--- config.mk ---
export PLATFORM = sky130hd
export DESIGN_NAME = regfile_mp
export DESIGN_NICKNAME = d
export VERILOG_FILES = /design/src/rtl/regfile_mp.sv
export SDC_FILE = /design/constraint.sdc
export NUM_CORES = 2
export LEC_CHECK = 0
export CORE_MARGIN = 8
export CORE_UTILIZATION = 45
export CTS_CLUSTER_DIAMETER = 80
export DETAILED_ROUTE_END_ITERATION = 8
export HOLD_SLACK_MARGIN = 0.1
export PLACE_DENSITY = 0.66
export SLEW_MARGIN = 20
export SYNTH_ARGS = -nofsm -noshare
export SYNTH_HDL_FRONTEND = slang
export SYNTH_SLANG_ARGS = --single-unit
--- constraint.sdc ---
create_clock -name i_clk -period 5.13 [get_ports i_clk]
set_input_delay 1.026 -clock i_clk [delete_from_list [all_inputs] [get_ports i_clk]]
set_output_delay 1.026 -clock i_clk [all_outputs]
set_load 0.02 [all_outputs]
--- src/rtl/regfile_mp.sv ---
// regfile_mp: NRD-read / NWR-write integer register file, x0 = 0, write-to-read bypass, post-reset clear FSM.
// Reads are combinational (0 cycles), writes land on the next edge; no backpressure, o_ready low during INIT stalls the pipeline.
package rapid_pkg;
   localparam logic [31:0] RESET_STACK_POINTER = 32'h8000_F000;
endpackage

module regfile_mp #(
   parameter int             XLEN     = 32,
   parameter int             NREGS    = 32,
   parameter int             NRD      = 2,
   parameter int             NWR      = 2,
   parameter int             SP_IDX   = 2,
   parameter logic [XLEN-1:0] SP_RESET = XLEN'(rapid_pkg::RESET_STACK_POINTER),
   localparam int            AW       = $clog2(NREGS)
) (
   input  logic                i_clk,
   input  logic                i_reset_n,
   input  logic [NRD*AW-1:0]   i_rd_addr,
   output logic [NRD*XLEN-1:0] o_rd_data,
   input  logic [NWR-1:0]      i_wr_en,
   input  logic [NWR*AW-1:0]   i_wr_addr,
   input  logic [NWR*XLEN-1:0] i_wr_data,
   output logic                o_ready,
   output logic [AW-1:0]       o_init_idx
);

   typedef enum logic {S_INIT, S_RUN} state_t;

   state_t          state, state_nxt;
   logic [AW-1:0]   init_idx, init_idx_nxt;
   logic [XLEN-1:0] regs [NREGS];

   always_ff @(posedge i_clk) begin
      if (!i_reset_n) begin
         state    <= S_INIT;
         init_idx <= AW'(1);
      end else begin
         state    <= state_nxt;
         init_idx <= init_idx_nxt;
      end
   end

   // init_idx parks at 0 once the sweep finishes, so it never wraps onto x0
   always_comb begin
      state_nxt    = state;
      init_idx_nxt = init_idx;
      case (state)
         S_INIT: begin
            if (init_idx == AW'(NREGS - 1)) begin
               state_nxt    = S_RUN;
               init_idx_nxt = '0;
            end else begin
               init_idx_nxt = init_idx + AW'(1);
            end
         end
         S_RUN:   state_nxt = S_RUN;
         default: state_nxt = S_INIT;
      endcase
   end

   assign o_ready    = (state == S_RUN);
   assign o_init_idx = init_idx;

   // Later loop iterations override earlier ones: highest-numbered port wins a conflict
   always_ff @(posedge i_clk) begin
      if (i_reset_n) begin
         if (state == S_INIT) begin
            regs[init_idx] <= (init_idx == AW'(SP_IDX)) ? SP_RESET : '0;
         end else begin
            for (int j = 0; j < NWR; j++) begin
               if (i_wr_en[j] && (i_wr_addr[j*AW +: AW] != '0)) begin
                  regs[i_wr_addr[j*AW +: AW]] <= i_wr_data[j*XLEN +: XLEN];
               end
            end
         end
      end
   end

   always_comb begin
      logic [AW-1:0]   ra;
      logic [XLEN-1:0] rv;
      o_rd_data = '0;
      ra        = '0;
      rv        = '0;
      for (int k = 0; k < NRD; k++) begin
         ra = i_rd_addr[k*AW +: AW];
         rv = '0;
         if ((state == S_RUN) && (ra != '0)) begin
            rv = regs[ra];
            for (int j = 0; j < NWR; j++) begin
               if (i_wr_en[j] && (i_wr_addr[j*AW +: AW] == ra)) begin
                  rv = i_wr_data[j*XLEN +: XLEN];
               end
            end
         end
         o_rd_data[k*XLEN +: XLEN] = rv;
      end
   end

   for (genvar j = 0; j < NWR; j++) begin : g_wr_chk
      a_wr_addr_known: assert property (@(posedge i_clk) disable iff (!i_reset_n)
         i_wr_en[j] |-> !$isunknown(i_wr_addr[j*AW +: AW]));
   end

   a_ready_hold: assert property (@(posedge i_clk) $fell(o_ready) |-> !$past(i_reset_n));

endmodule

==> metrics.md <==
| Metric | Value |
|---|---|
| Mean Syn Cell Area | 11.7 µm² |
| Synth-to-Final Area Change | 14.5% |
| Fin util | 51.9% |
| Clock Tree Buf Depth | 3 |
| CTS tree | built |
| Synth warn | 0 |
| Endpoint class of the critical path | primary output |
| Total gr overflow | 0 |
| Initial antenna violation count | 9 |
| Design area | 69100 µm² |
| Buf/Inv on CP | 3 |
| Final setup viols | 0 |
| Top Ports | 158 |
| Worst path required time | 4100 ps |
| CTS Buf Count | 109 |
| Max FO, Critical Path | 31 |
| Port bufs | 157 |
| DIE AREA | 146000 µm² |
| CP most frequent cell | clkdlybuf4s50_1 |
| Vias | 48600 |
| Async SR Flop Fraction | 0% |
| Worst-path cell chain | clkdlybuf4s50_1 -> xnor2_1 -> and2_2 -> buf_4 -> nand3_1 -> a21oi_1 -> a221o_1 -> clkdlybuf4s50_1 |
| # nets final | 5175 |
| Initial Util | 45.3% |
| Synth area leader | edfxtp_1 |
| Most common flop cell mapped by yosys | edfxtp_1 |
| Root Buffer | clkbuf_16 |
| Die width | 382 µm |
| DR vias/cell | 6.99 |
| Post-synthesis register bit count | 1030 |
| Crit Path Category | input port to primary output |
| Top post-synthesis cells by area | edfxtp_1 51%, mux4_2 19%, o21ai_0 8.3%, nand2_1 5.7%, clkbuf_1 3.2% |
| Fmax achieved | 195 MHz |
| Worst Max-Slew Pin Slew | roughly 1100 ps |
| Rel. slew slack | between 20% and 30% |
| Hold WC Path Type | flip-flop to flip-flop |
| Final min period | 5130 ps |
| VDD IR max | around 300 µV |
| Netlist cell types | 60 |
| Endpoints failing hold | 0 |
| Register area share after synthesis | 51.1% |
| Rows | 134 |
| Finished Layout Cells | a little under 7000 |
| Clk_lat worst skew | 740 ps |
| Post-Place Cell Area | around 66000 µm² |
| Largest net degree at the start of global routing | 55 |
| Drt total wl | 238000 µm |
| HPWL Detailed | 148000 µm |
| Pins Over Slew Limit | 0 |
| Synthesized netlist cell count | 5140 |
| Overall Global Routing Usage | 31.4% |
| Layout Skew | 18.4 ps |
| Crit path arrival time | 4100 ps |
| Critical path's largest stage delay | around 730 ps |
| LEAKAGE | between 20 and 25 nW |
| Post-synth top area share | 50.9% |
| Pre-antenna DRT Iters | 6 |
| Mapped cell area | 60400 µm² |
| Post-route ant nets | 0 |
| Core area | between 100000 and 150000 µm² |
| Sink Count | 1030 |
| First-pass GRT wire length | 334000 µm |
| RePlAce Congestion | 0.963 |
| Worst-path clk slew | 60 ps |
| Height of the chip | 382 µm |
| Number of global-route vias before repair | about 46000 |
| Slowest CP cell | clkdlybuf4s50_1 |
| Share of cells above drive strength 1 | 22.3% |
| Initial drt markers | approximately 8600 |
| Syn Nets | about 5200 |
| # DRC | 0 |
| WL/cell | 34.2 µm |
| Pwr Density | between 200 and 300 nW/µm² |
| Post-synth EDFFs | 1024 |
| Critical path's top delay family | buffers and inverters |
| Placed insts | 6740 |
| Status | completed |
| Type of origin of the critical path | input port |
| Final Cycle Share | 99.9% |
| Worst hold slack | around 610 ps |
| H-tree depth | 3 |
| Max cap viols | 0 |
## registers in the layout (all words and copies together) (netlist names)
name / flops
regs: 1024
o_init_idx: 5
o_ready: 1
## layout by cell type, fill, tap and decap left out, drive strengths merged, types with 5 or more instances in the layout
cell	Yosys	routed
nor3	17	17
nor2	191	191
nand3	66	66
or4	5	5
mux2i	131	131
o21ai	999	999
inv	35	38
a22oi	125	125
o2111ai	62	62
edfxtp	1024	1024
clkinv	0	54
a221o	62	62
or2	5	5
and2	9	9
dfxtp	6	6
buf	166	375
mux4	512	512
xnor2	12	12
xor2	8	8
nand2	916	916
nor2b	8	8
bufinv	0	5
clkbuf	508	139
clkdlybuf4s50	0	130
nand2b	7	7
a21oi	224	224
## cell type report
| class | count | area, µm² |
|---|---|---|
| diodes | 4 | 10.0 |
| clock buffers | 139 | 2880 |
| clock inverters | 63 | 435 |
| fillers | 11100 | 64200 |
| inverters | 35 | 131 |
| multi-input cells | 3401 | 27300 |
| flip-flops and latches | 1030 | 30900 |
| well taps | 1768 | 2210 |
| repair buffers | 507 | 5340 |
## cells by family after synthesis
logic type	synth area share [%]
AND/OR/NAND/NOR	8.33
XOR/XNOR	0.290
adder cells (fa/ha/maj)	0.0622
AO/OA/AOI/OAI	14.0
multiplexers	21.3
flip-flops	51.1
buffers and inverters	4.84
## routing by layer
| metal | global-route usage, % | up-vias | wire, µm | part of all wire [%] |
|---|---|---|---|---|
| li1 | - | 19500 | - | - |
| met1 | 40.1 | 23800 | 80900 | 34 |
| met2 | 45.9 | 4416 | 102000 | 43 |
| met3 | 12.5 | 849 | 39600 | 17 |
| met4 | 16.7 | 12 | 15200 | 6.4 |
| met5 | 0 | - | 95 | 0.040 |
## metrics by stage
stage	setup TNS, ps	total power (W)	setup WS [ps]
finish	0	0.0189	2.60
CTS	0	0.0189	54.9
floorplan	-68620	0.0105	-155
global route	-5.68	0.0193	-5.68
detailed placement	0	0.0114	18.2
global placement	-144	0.0114	-144
## power by group
| part | leakage [nW] | switching (W) | total [W] | internal (W) |
|---|---|---|---|---|
| Sequential | 8.60 | 0.0000369 | 0.00926 | 0.00923 |
| Clock | 1.62 | 0.00345 | 0.00765 | 0.00420 |
| Combinational | 11.1 | 0.00127 | 0.00204 | 0.000765 |
| Total | 21.3 | 0.00476 | 0.0189 | 0.0142 |
## cell usage after synthesis, types with 2 or more instances
| master | number |
|---|---|
| a22oi_1 | 125 |
| inv_1 | 35 |
| nor2b_1 | 8 |
| buf_6 | 15 |
| a21oi_2 | 34 |
| edfxtp_1 | 1024 |
| nand3_1 | 66 |
| a21oi_1 | 190 |
| nor4_1 | 2 |
| xnor2_1 | 12 |
| xor2_1 | 8 |
| nand2b_1 | 7 |
| dfxtp_1 | 6 |
| nand2_1 | 916 |
| nand3b_1 | 2 |
| a221o_1 | 62 |
| nor2_2 | 3 |
| and2_1 | 9 |
| ha_1 | 3 |
| o2111ai_1 | 62 |
| nor3_1 | 9 |
| mux4_2 | 512 |
| clkbuf_1 | 508 |
| nor2_1 | 188 |
| and4_1 | 3 |
| and3_1 | 3 |
| or4_1 | 5 |
| or2_2 | 5 |
| o21ai_0 | 997 |
| mux2_2 | 2 |
| buf_2 | 113 |
| nand4_1 | 4 |
| a311oi_1 | 2 |
| mux2i_1 | 131 |
| nor3_2 | 8 |
| buf_1 | 37 |
## path summary, 6_finish.rpt
kind | cells after the start | end | start | slack (ps)
worst min register to register | 2 | o_init_idx[3]$_SDFFE_PN0N_ | o_init_idx[3]$_SDFFE_PN0N_ | 610
worst max-delay path | 8 | o_rd_data[63] | i_wr_addr[9] | 3
worst max register to register | 6 | regs[3][25]$_DFFE_PP_ | o_ready$_SDFF_PN0_ | 1220
worst min-delay path | 2 | o_init_idx[3]$_SDFFE_PN0N_ | o_init_idx[3]$_SDFFE_PN0N_ | 610
## worst min-delay path, delay by kind of cell, from the launching register on
kind | cells | cell delay, ps
flip-flops | 1 | 380
AO/OA/AOI/OAI | 2 | 180
## timing repair
action | CTS | global route
pin swaps | 0 | 1
hold buffers | 0 | 0
endpoints found under the setup margin | 1 | 4
hold endpoints to repair | 0 | 0
resized for setup | 1 | 4
setup buffers | 0 | 1
Note: power is estimated with default switching activity, not from simulation.
